[config.mk]
export PLATFORM = sky130hd
export DESIGN_NAME = func_sweep_ctrl
export DESIGN_NICKNAME = d
export VERILOG_FILES = /design/src/rtl/func_sweep_pkg.sv /design/src/rtl/func_sweep_cmp.sv /design/src/rtl/func_sweep_ctrl.sv
export SDC_FILE = /design/constraint.sdc
export NUM_CORES = 1
export LEC_CHECK = 0
export BUFFER_PORTS_ARGS = -buffer_cell sky130_fd_sc_hd__buf_2
export CORE_ASPECT_RATIO = 1.75
export CORE_MARGIN = 3
export CORE_UTILIZATION = 32
export DETAILED_ROUTE_END_ITERATION = 10
export GPL_TIMING_DRIVEN = 0
export PLACE_DENSITY = 0.56
export SLEW_MARGIN = 20
export SYNTH_ARGS = -nofsm -noshare
export SYNTH_HDL_FRONTEND = slang
export SYNTH_SLANG_ARGS = --single-unit
[constraint.sdc]
create_clock -name clk -period 2.5 [get_ports clk]
set_input_delay 0.375 -clock clk [delete_from_list [all_inputs] [get_ports clk]]
set_output_delay 0.375 -clock clk [all_outputs]
set_load 0.01 [all_outputs]
[src/rtl/func_sweep_pkg.sv]
// Shared definitions for the function-sweep controller.
//   state_t      : sweep FSM states
//   VEC_W        : width of the swept input vector
//   CNT_W        : width of the mismatch counter (holds 0..16)
//   SETTLE_*     : legal range and counter width for the settle parameter
package func_sweep_pkg;

   localparam int unsigned VEC_W      = 4;
   localparam int unsigned CNT_W      = 5;
   localparam int unsigned SETTLE_MIN = 1;
   localparam int unsigned SETTLE_MAX = 15;
   localparam int unsigned SETTLE_W   = 4;

   typedef enum logic [1:0] {
      ST_IDLE,
      ST_DRIVE,
      ST_SAMPLE,
      ST_DONE
   } state_t;

endpackage

[src/rtl/func_sweep_cmp.sv]
// Sample/compare/record unit for the function sweep.
//   clk, reset  : clock, async active-high reset
//   clr         : clear results at the start of a sweep
//   en          : sample this cycle (FSM in SAMPLE)
//   vec         : vector currently applied to both function units
//   y_a, y_b    : function unit outputs
//   table_a     : captured truth table of y_a
//   mism_cnt    : mismatches seen in the sweep
//   first_fail  : vector of the first mismatch
//   first_valid : first_fail is valid
module func_sweep_cmp
   import func_sweep_pkg::*;
(
   input  logic             clk,
   input  logic             reset,
   input  logic             clr,
   input  logic             en,
   input  logic [VEC_W-1:0] vec,
   input  logic             y_a,
   input  logic             y_b,
   output logic [15:0]      table_a,
   output logic [CNT_W-1:0] mism_cnt,
   output logic [VEC_W-1:0] first_fail,
   output logic             first_valid
);

   localparam logic [CNT_W-1:0] CNT_MAX = CNT_W'(2 ** VEC_W);

   logic [15:0]      table_d,  table_q;
   logic [CNT_W-1:0] mism_d,   mism_q;
   logic [VEC_W-1:0] ff_d,     ff_q;
   logic             fv_d,     fv_q;

   always_comb begin
      table_d = table_q;
      mism_d  = mism_q;
      ff_d    = ff_q;
      fv_d    = fv_q;
      if (clr) begin
         table_d = '0;
         mism_d  = '0;
         fv_d    = 1'b0;
      end else if (en) begin
         table_d[vec] = y_a;
         if (y_a != y_b) begin
            // saturate rather than wrap
            if (mism_q != CNT_MAX) begin
               mism_d = mism_q + 1'b1;
            end
            if (!fv_q) begin
               ff_d = vec;
               fv_d = 1'b1;
            end
         end
      end
   end

   always_ff @(posedge clk or posedge reset) begin
      if (reset) begin
         table_q <= '0;
         mism_q  <= '0;
         ff_q    <= '0;
         fv_q    <= 1'b0;
      end else begin
         table_q <= table_d;
         mism_q  <= mism_d;
         ff_q    <= ff_d;
         fv_q    <= fv_d;
      end
   end

   assign table_a     = table_q;
   assign mism_cnt    = mism_q;
   assign first_fail  = ff_q;
   assign first_valid = fv_q;

endmodule

[src/rtl/func_sweep_ctrl.sv]
// Exhaustive sweep controller comparing two implementations of a function.
//   N_IN        : number of swept inputs (3 or 4)
//   SETTLE      : settle cycles per vector before sampling (1..15)
//   clk, reset  : clock, async active-high reset
//   start/abort : begin / terminate a sweep
//   vec         : vector driven to both function units
//   y_a, y_b    : function unit outputs
//   busy, done  : sweep active / one-cycle completion pulse
//   pass        : last completed sweep had no mismatches
//   mism_cnt, first_fail, first_valid, table_a : sweep results
module func_sweep_ctrl
   import func_sweep_pkg::*;
#(
   parameter int unsigned N_IN   = 4,
   parameter int unsigned SETTLE = 1
)(
   input  logic             clk,
   input  logic             reset,
   input  logic             start,
   input  logic             abort,
   output logic [VEC_W-1:0] vec,
   input  logic             y_a,
   input  logic             y_b,
   output logic             busy,
   output logic             done,
   output logic             pass,
   output logic [CNT_W-1:0] mism_cnt,
   output logic [VEC_W-1:0] first_fail,
   output logic             first_valid,
   output logic [15:0]      table_a
);

   localparam logic [VEC_W-1:0]    VEC_LAST    = VEC_W'((1 << N_IN) - 1);
   localparam logic [SETTLE_W-1:0] SETTLE_LAST = SETTLE_W'(SETTLE - 1);

   state_t              state_d,  state_q;
   logic [VEC_W-1:0]    vec_d,    vec_q;
   logic [SETTLE_W-1:0] settle_d, settle_q;
   logic                busy_d,   busy_q;
   logic                done_d,   done_q;
   logic                pass_d,   pass_q;
   logic                clr;
   logic                sample_en;

   always_comb begin
      state_d   = state_q;
      vec_d     = vec_q;
      settle_d  = settle_q;
      busy_d    = busy_q;
      done_d    = 1'b0;
      pass_d    = pass_q;
      clr       = 1'b0;
      sample_en = 1'b0;
      case (state_q)
         ST_IDLE: begin
            vec_d = '0;
            if (start && !abort) begin
               state_d  = ST_DRIVE;
               settle_d = '0;
               busy_d   = 1'b1;
               pass_d   = 1'b0;
               clr      = 1'b1;
            end
         end
         ST_DRIVE: begin
            if (abort) begin
               state_d  = ST_IDLE;
               vec_d    = '0;
               settle_d = '0;
               busy_d   = 1'b0;
               pass_d   = 1'b0;
            end else if (settle_q == SETTLE_LAST) begin
               state_d = ST_SAMPLE;
            end else begin
               settle_d = settle_q + 1'b1;
            end
         end
         ST_SAMPLE: begin
            if (abort) begin
               state_d  = ST_IDLE;
               vec_d    = '0;
               settle_d = '0;
               busy_d   = 1'b0;
               pass_d   = 1'b0;
            end else begin
               sample_en = 1'b1;
               if (vec_q == VEC_LAST) begin
                  state_d = ST_DONE;
                  done_d  = 1'b1;
                  // pass is registered alongside done, so fold in the last sample
                  pass_d  = (mism_cnt == '0) && (y_a == y_b);
               end else begin
                  state_d  = ST_DRIVE;
                  vec_d    = vec_q + 1'b1;
                  settle_d = '0;
               end
            end
         end
         ST_DONE: begin
            state_d = ST_IDLE;
            vec_d   = '0;
            busy_d  = 1'b0;
         end
         default: begin
            state_d = ST_IDLE;
         end
      endcase
   end

   always_ff @(posedge clk or posedge reset) begin
      if (reset) begin
         state_q  <= ST_IDLE;
         vec_q    <= '0;
         settle_q <= '0;
         busy_q   <= 1'b0;
         done_q   <= 1'b0;
         pass_q   <= 1'b0;
      end else begin
         state_q  <= state_d;
         vec_q    <= vec_d;
         settle_q <= settle_d;
         busy_q   <= busy_d;
         done_q   <= done_d;
         pass_q   <= pass_d;
      end
   end

   func_sweep_cmp u_cmp (
      .clk         (clk),
      .reset       (reset),
      .clr         (clr),
      .en          (sample_en),
      .vec         (vec_q),
      .y_a         (y_a),
      .y_b         (y_b),
      .table_a     (table_a),
      .mism_cnt    (mism_cnt),
      .first_fail  (first_fail),
      .first_valid (first_valid)
   );

   assign vec  = vec_q;
   assign busy = busy_q;
   assign done = done_q;
   assign pass = pass_q;

endmodule

# Word-level counts from Yosys, hierarchy flattened
# Index checks and enable logic that the tools add are counted.
[word_totals]
ff_bits = 39
in_bits = 6
out_inout_bits = 33
word_cells = 94
[classes]
n_addsub = 3
magnitude_cmp = 2
eq_ne = 14
mux = 42
n_bitwise = 2
reduce_logical = 21
[op_table]
columns = ["op", "count"]
rows = [
  ["2-to-1 mux 16 bit", 2],
  ["2-to-1 mux 4 bit", 8],
  ["case mux 4 bit (3 select lines)", 2],
  ["2-to-1 mux 5 bit", 4],
  ["bitwise mux 16 bit", 1],
  ["2-to-1 mux 1 bit", 16],
  ["inequality test 3 bit, second input constant", 4],
  ["AND reduction 4 bit", 3],
  ["2-to-1 mux 2 bit", 5],
  ["adder 4 x 1 -> 4 bit, second input constant", 2],
  ["case mux 2 bit (4 select lines)", 1],
  ["AND reduction 2 bit", 4],
  ["case mux 1 bit (3 select lines)", 2],
  ["nonzero test 2 bit", 3],
  ["adder 5 x 1 -> 5 bit, second input constant", 1],
  ["zero test 5 bit", 1],
  ["< comparator 4 x 5 -> 1 bit, second input constant", 1],
  ["inequality test 5 bit, second input constant", 1],
  ["demux 1 bit (select 4 bit)", 1],
  ["equality test 2 bit, second input constant", 2],
  ["equality test 4 bit, second input constant", 1],
  ["greater-or-equal comparator 4 x 1 -> 1 bit, second input constant", 1],
  ["zero test 4 bit", 1],
  ["inequality test 2 bit, second input constant", 2],
  ["11 further kinds", 15],
]

# Longest topological paths before layout
[depth]
depth_word = 7
ltp_mapped = 8
ltp_nobuf = 6

# Modules after synthesis
# From an unflattened synthesis, not the netlist that was laid out.
[hier_totals]
cells_unflattened = 217
area_unflattened_um2 = 2117.0
[by_module_without_submodules]
columns = ["module", "n_inst", "cells_each", "area_per_inst_um2", "seq_area_each_um2"]
rows = [
  ["func_sweep_cmp", 1, 134, 1296.2, 650.6],
  ["func_sweep_ctrl", 1, 83, 820.8, 325.3],
]

# Worst setup path before layout
# Ideal clock, no wire load.
[synth_timing]
path_kind = "register to register"
startpoint = "register state_q[0]"
endpoint = "register u_cmp.ff_q[0], in the netlist u_cmp.first_fail[0]"
setup_ns = 0.128
arrival_ns = 1.634
t_required_ns = 2.372
setup_slack_ns = 0.739
stages_incl_launch_ff = 7
path_buffers = 1
period_less_slack_ns = 1.761
cell_sequence = "dfrtp_1 inv_1 ha_1 nand2b_1 buf_4 nor4_4 mux2_1"
[synth_via]
elab_chain_len = 4
elab_cells_between_ends = 6
classes_between = "1 x eq/ne; 2 x mux; 1 x bitwise; 2 x reduce/logical"
[synth_lines]
columns = ["element", "line_no", "rtl"]
rows = [
  ["start: declaration", "func_sweep_ctrl.sv:36", "state_t state_d, state_q;"],
  ["start signal: assignment", "func_sweep_ctrl.sv:119", "state_q <= state_d;"],
  ["zero test 2 bit", "func_sweep_ctrl.sv:54", "case (state_q)"],
  ["2-to-1 mux 1 bit", "func_sweep_ctrl.sv:54", ""],
  ["inverter 1 bit (no line)", "n/a", ""],
  ["AND reduction 4 bit (no line) *", "n/a", ""],
  ["end signal: assignment", "func_sweep_cmp.sv:62", "ff_q <= '0;"],
  ["end signal: assignment", "func_sweep_cmp.sv:67", "ff_q <= ff_d;"],
  ["end: declaration", "func_sweep_cmp.sv:31", "logic [VEC_W-1:0] ff_d, ff_q;"],
]
# Every way passes the cells marked *; elsewhere a longest branch is shown, timed or not.
# A chain may end at the register's enable or synchronous reset.

# Final worst setup path
# Same ends and word-level chain as after synthesis.

==> impl_metrics.csv <==
group,metric,value,unit
run_status,status,"complete, no violations",
global_route,grt_overflow,0,
floorplanning,core_area,0.00632,mm²
synth,synth-adder-area-share,7.60,%
place,gp_congestion,0.815,
synth,yosysTopAreaCell,"dfrtp_1",
setup_path,path_class,"reg -> reg",
final_layout,final_cells,335,
setup_path,regToRegSetupSlack,0.44,ns
floorplanning,io_pins,39,
routing,vias_per_cell,4.97,
clocking,cts_hold_buf,0,
synth,synthArstFlopShare,100,%
synth,synth-edff-count,0,
synth,ys_warn_count,0,
final_layout,final_cell_mix,"39 x dfrtp_1, 38 x buf_2, 35 x nor2_1",
power_and_ir_drop,p_leak,1.34,nW
routing,dr.pass1.iters,4,
clocking,insertion_delay,0.30,ns
global_route,grt_max_degree,24,
timing,finalSetupViolations,0,
synth,synth_top_family_by_area,"simple AND/OR/NAND/NOR gates",
floorplanning,die-area,0.00774,mm²
clocking,tritoncts,"done",
routing,vias,1665,
timing,rsz0062_at_grt,"false",
synth,synth_xor_area_share,2.92,%
setup_path,cp-start-kind,"flip-flop",
setup_path,worstSetupEndpoint,"u_cmp.first_fail[0]$_DFFE_PP0P_",
final_layout,n_antenna_cell,0,
synth,synthCells,210,
routing,drc_errors,0,
routing,routedWlPerCell,14.4,µm
clocking,cts_setup_buffers,0,
timing,tightest_slew,0.559,ns
clocking,path_clk_slew,0.08,ns
clocking,ctsResizeCount,0,
setup_path,r2r-start,"state_q[0]$_DFFE_PP0P_",
floorplanning,start_util,33.8,%
synth,muxShareOfSynthArea,11.5,%
power_and_ir_drop,powerDensity,669,mW/mm²
timing,max_slew_margin,62.2,%
setup_path,required,2.68,ns
routing,drtIter0Drc,63,
setup_path,path_max_fanout,8,
synth,syn_area,0.00214,mm²
floorplanning,die_w,67.8,µm
final_layout,layout_commonest_cell,"dfrtp_1",
synth,synthFlopType,"dfrtp_1",
setup_path,cp-end-kind,"flip-flop",
timing,max_freq,0.484,GHz
timing,fin_crit,2.06,ns
clocking,cts-htree-levels,2,
synth,netlist_top_cells_area,"dfrtp_1 46%, mux2i_1 8.9%, ha_1 7.6%",
place,dpl.hpwl,3.73,mm
clocking,cts_buffer_depth,2,
timing,min_period_over_period,82.6,%
routing,drtAntennaViolNets,0,
routing,totalWireLength,4.84,mm
place,io_buffers,36,
synth,yosys.area_share.simple,20.9,%
timing,finalSetupTns,0,ns
setup_path,worstRegToRegCells,6,
place,dpl.cell_count,327,
flow_run,cap_violations,0,
floorplanning,fp-row-count,38,
power_and_ir_drop,power.total,1.70,mW
final_layout,finalNetCount,273,
timing,hold_viol,0,
min_path,hold_path.class,"in -> async",
setup_path,cp.arrival,2.24,ns
synth,synth_cell_type_count,42,
timing,slew_violations,0,
global_route,grtUsageTotal,14.2,%
setup_path,r2r-end,"u_cmp.first_fail[0]$_DFFE_PP0P_",
synth,synth_compound_area_share,6.43,%
clocking,root_buffer,"clkbuf_8",
power_and_ir_drop,ir_drop,0.387,mV
final_layout,area_growth,18.4,%
setup_path,cp-startpoint,"state_q[0]$_DFFE_PP0P_",
final_layout,drive_gt1_share,22.4,%
synth,avgSynthCellArea,10.2,µm²
timing,clock_skew,0.00833,ns
final_layout,fillers,645,
global_route,grt_first_pass_wirelength,8.25,mm
global_route,grt_antenna_before_repair,0,
synth,ys_seq_elements,39,
global_route,first_global_vias,1734,
synth,ys_seq_area_share,45.6,%
floorplanning,die_y,114,µm
clocking,cts-buffers-inserted,5,
clocking,cts_sinks,39,
synth,synthesis.nets,229,
synth,netlist.area_leader.share,45.6,%
-- worst max-delay path, stage by stage, from the launching register on --
cell and delay [ns]:
dfrtp_1 0.41, inv_1 0.13, ha_1 0.33, nand2b_1 0.09, buf_4 0.18, nor4_4 0.45, mux2_1 0.37
-- synthesized netlist by cell type (3+ instances only) --
| library cell | number |
|---|---|
| mux2_1 | 4 |
| nor2b_1 | 4 |
| nand3_1 | 13 |
| nand4b_1 | 4 |
| nand2_1 | 5 |
| clkbuf_1 | 7 |
| mux2i_1 | 19 |
| dfrtp_1 | 39 |
| o41ai_1 | 3 |
| nor2_1 | 35 |
| o21ai_0 | 3 |
| inv_1 | 11 |
| ha_1 | 13 |
| nand4_1 | 4 |
| nand2b_1 | 3 |
| nor3_1 | 4 |
| a21oi_1 | 5 |
| xnor2_1 | 4 |
-- how the worst min path moves through the flow --
stage,startpoint,to,slack (ns),cells past startpoint
global placement,u_cmp.first_fail[1]$_DFFE_PP0P_,u_cmp.first_fail[1]$_DFFE_PP0P_,0.46,1
finish,reset,u_cmp.mism_cnt[2]$_DFFE_PP0P_,0.05,2
floorplan,settle_q[3]$_DFFE_PP0P_,settle_q[3]$_DFFE_PP0P_,0.44,1
detailed placement,reset,u_cmp.mism_cnt[2]$_DFFE_PP0P_,0.40,2
CTS,reset,u_cmp.mism_cnt[2]$_DFFE_PP0P_,0.07,2
global route,reset,u_cmp.mism_cnt[2]$_DFFE_PP0P_,0.09,2
-- where the power goes --
| group | leakage, nW | switching [mW] | internal (mW) |
|---|---|---|---|
| clock | 0.0412 | 0.228 | 0.195 |
| sequential | 0.539 | 0.0469 | 0.683 |
| combinational | 0.757 | 0.330 | 0.211 |
-- kinds of logic after synthesis --
kind of cell             Yosys count
multiplexers                      24
adder cells (fa/ha/maj)           13
AND/OR/NAND/NOR                   85
buffers and inverters             24
XOR/XNOR                           5
AO/OA/AOI/OAI                     20
flip-flops                        39
-- per-stage QoR --
stage	setup slack (ns)	utilization (%)	hold slack, ns	cell area [µm²]
2_1_floorplan	0.739	-	0.445	2140
6_report	0.436	40.0	0.0540	2530
4_1_cts	0.402	40.0	0.0684	2530
5_1_grt	0.269	40.0	0.0872	2530
3_5_place_dp	0.422	38.7	0.397	2450
3_3_place_gp	0.444	38.3	0.465	2420
-- state kept, by name (all words and copies together), names as in the netlist --
| signal | cells |
|---|---|
| settle_q | 4 |
| busy | 1 |
| u_cmp.first_valid | 1 |
| pass | 1 |
| vec | 4 |
| state_q | 2 |
| u_cmp.first_fail | 4 |
| u_cmp.mism_cnt | 5 |
| u_cmp.table_a | 16 |
| done | 1 |
-- routing by layer --
layer | routed length [µm] | vias to the layer above | share of wire [%] | track usage [%]
met3 | 189 | 7 | 3.9 | 3.44
li1 | - | 807 | - | -
met1 | 1810 | 823 | 37 | 15.3
met2 | 2740 | 28 | 57 | 25.6
met4 | 100 | 0 | 2.1 | 5.84
met5 | 0 | - | 0 | 0
-- area by class of cell --
class                   instances  area [µm²]  share of cell area (%)
multi-input cells             147        1060                    41.7
flip-flops and latches         39         976                    38.5
repair buffers                 37         208                    8.20
well taps                      80         100                    3.95
clock buffers                   6        72.6                    2.87
plain buffers                  12        62.6                    2.47
inverters                      12        45.0                    1.78
clock inverters                 2        12.5                   0.494
(Power assumes the default switching activity.)
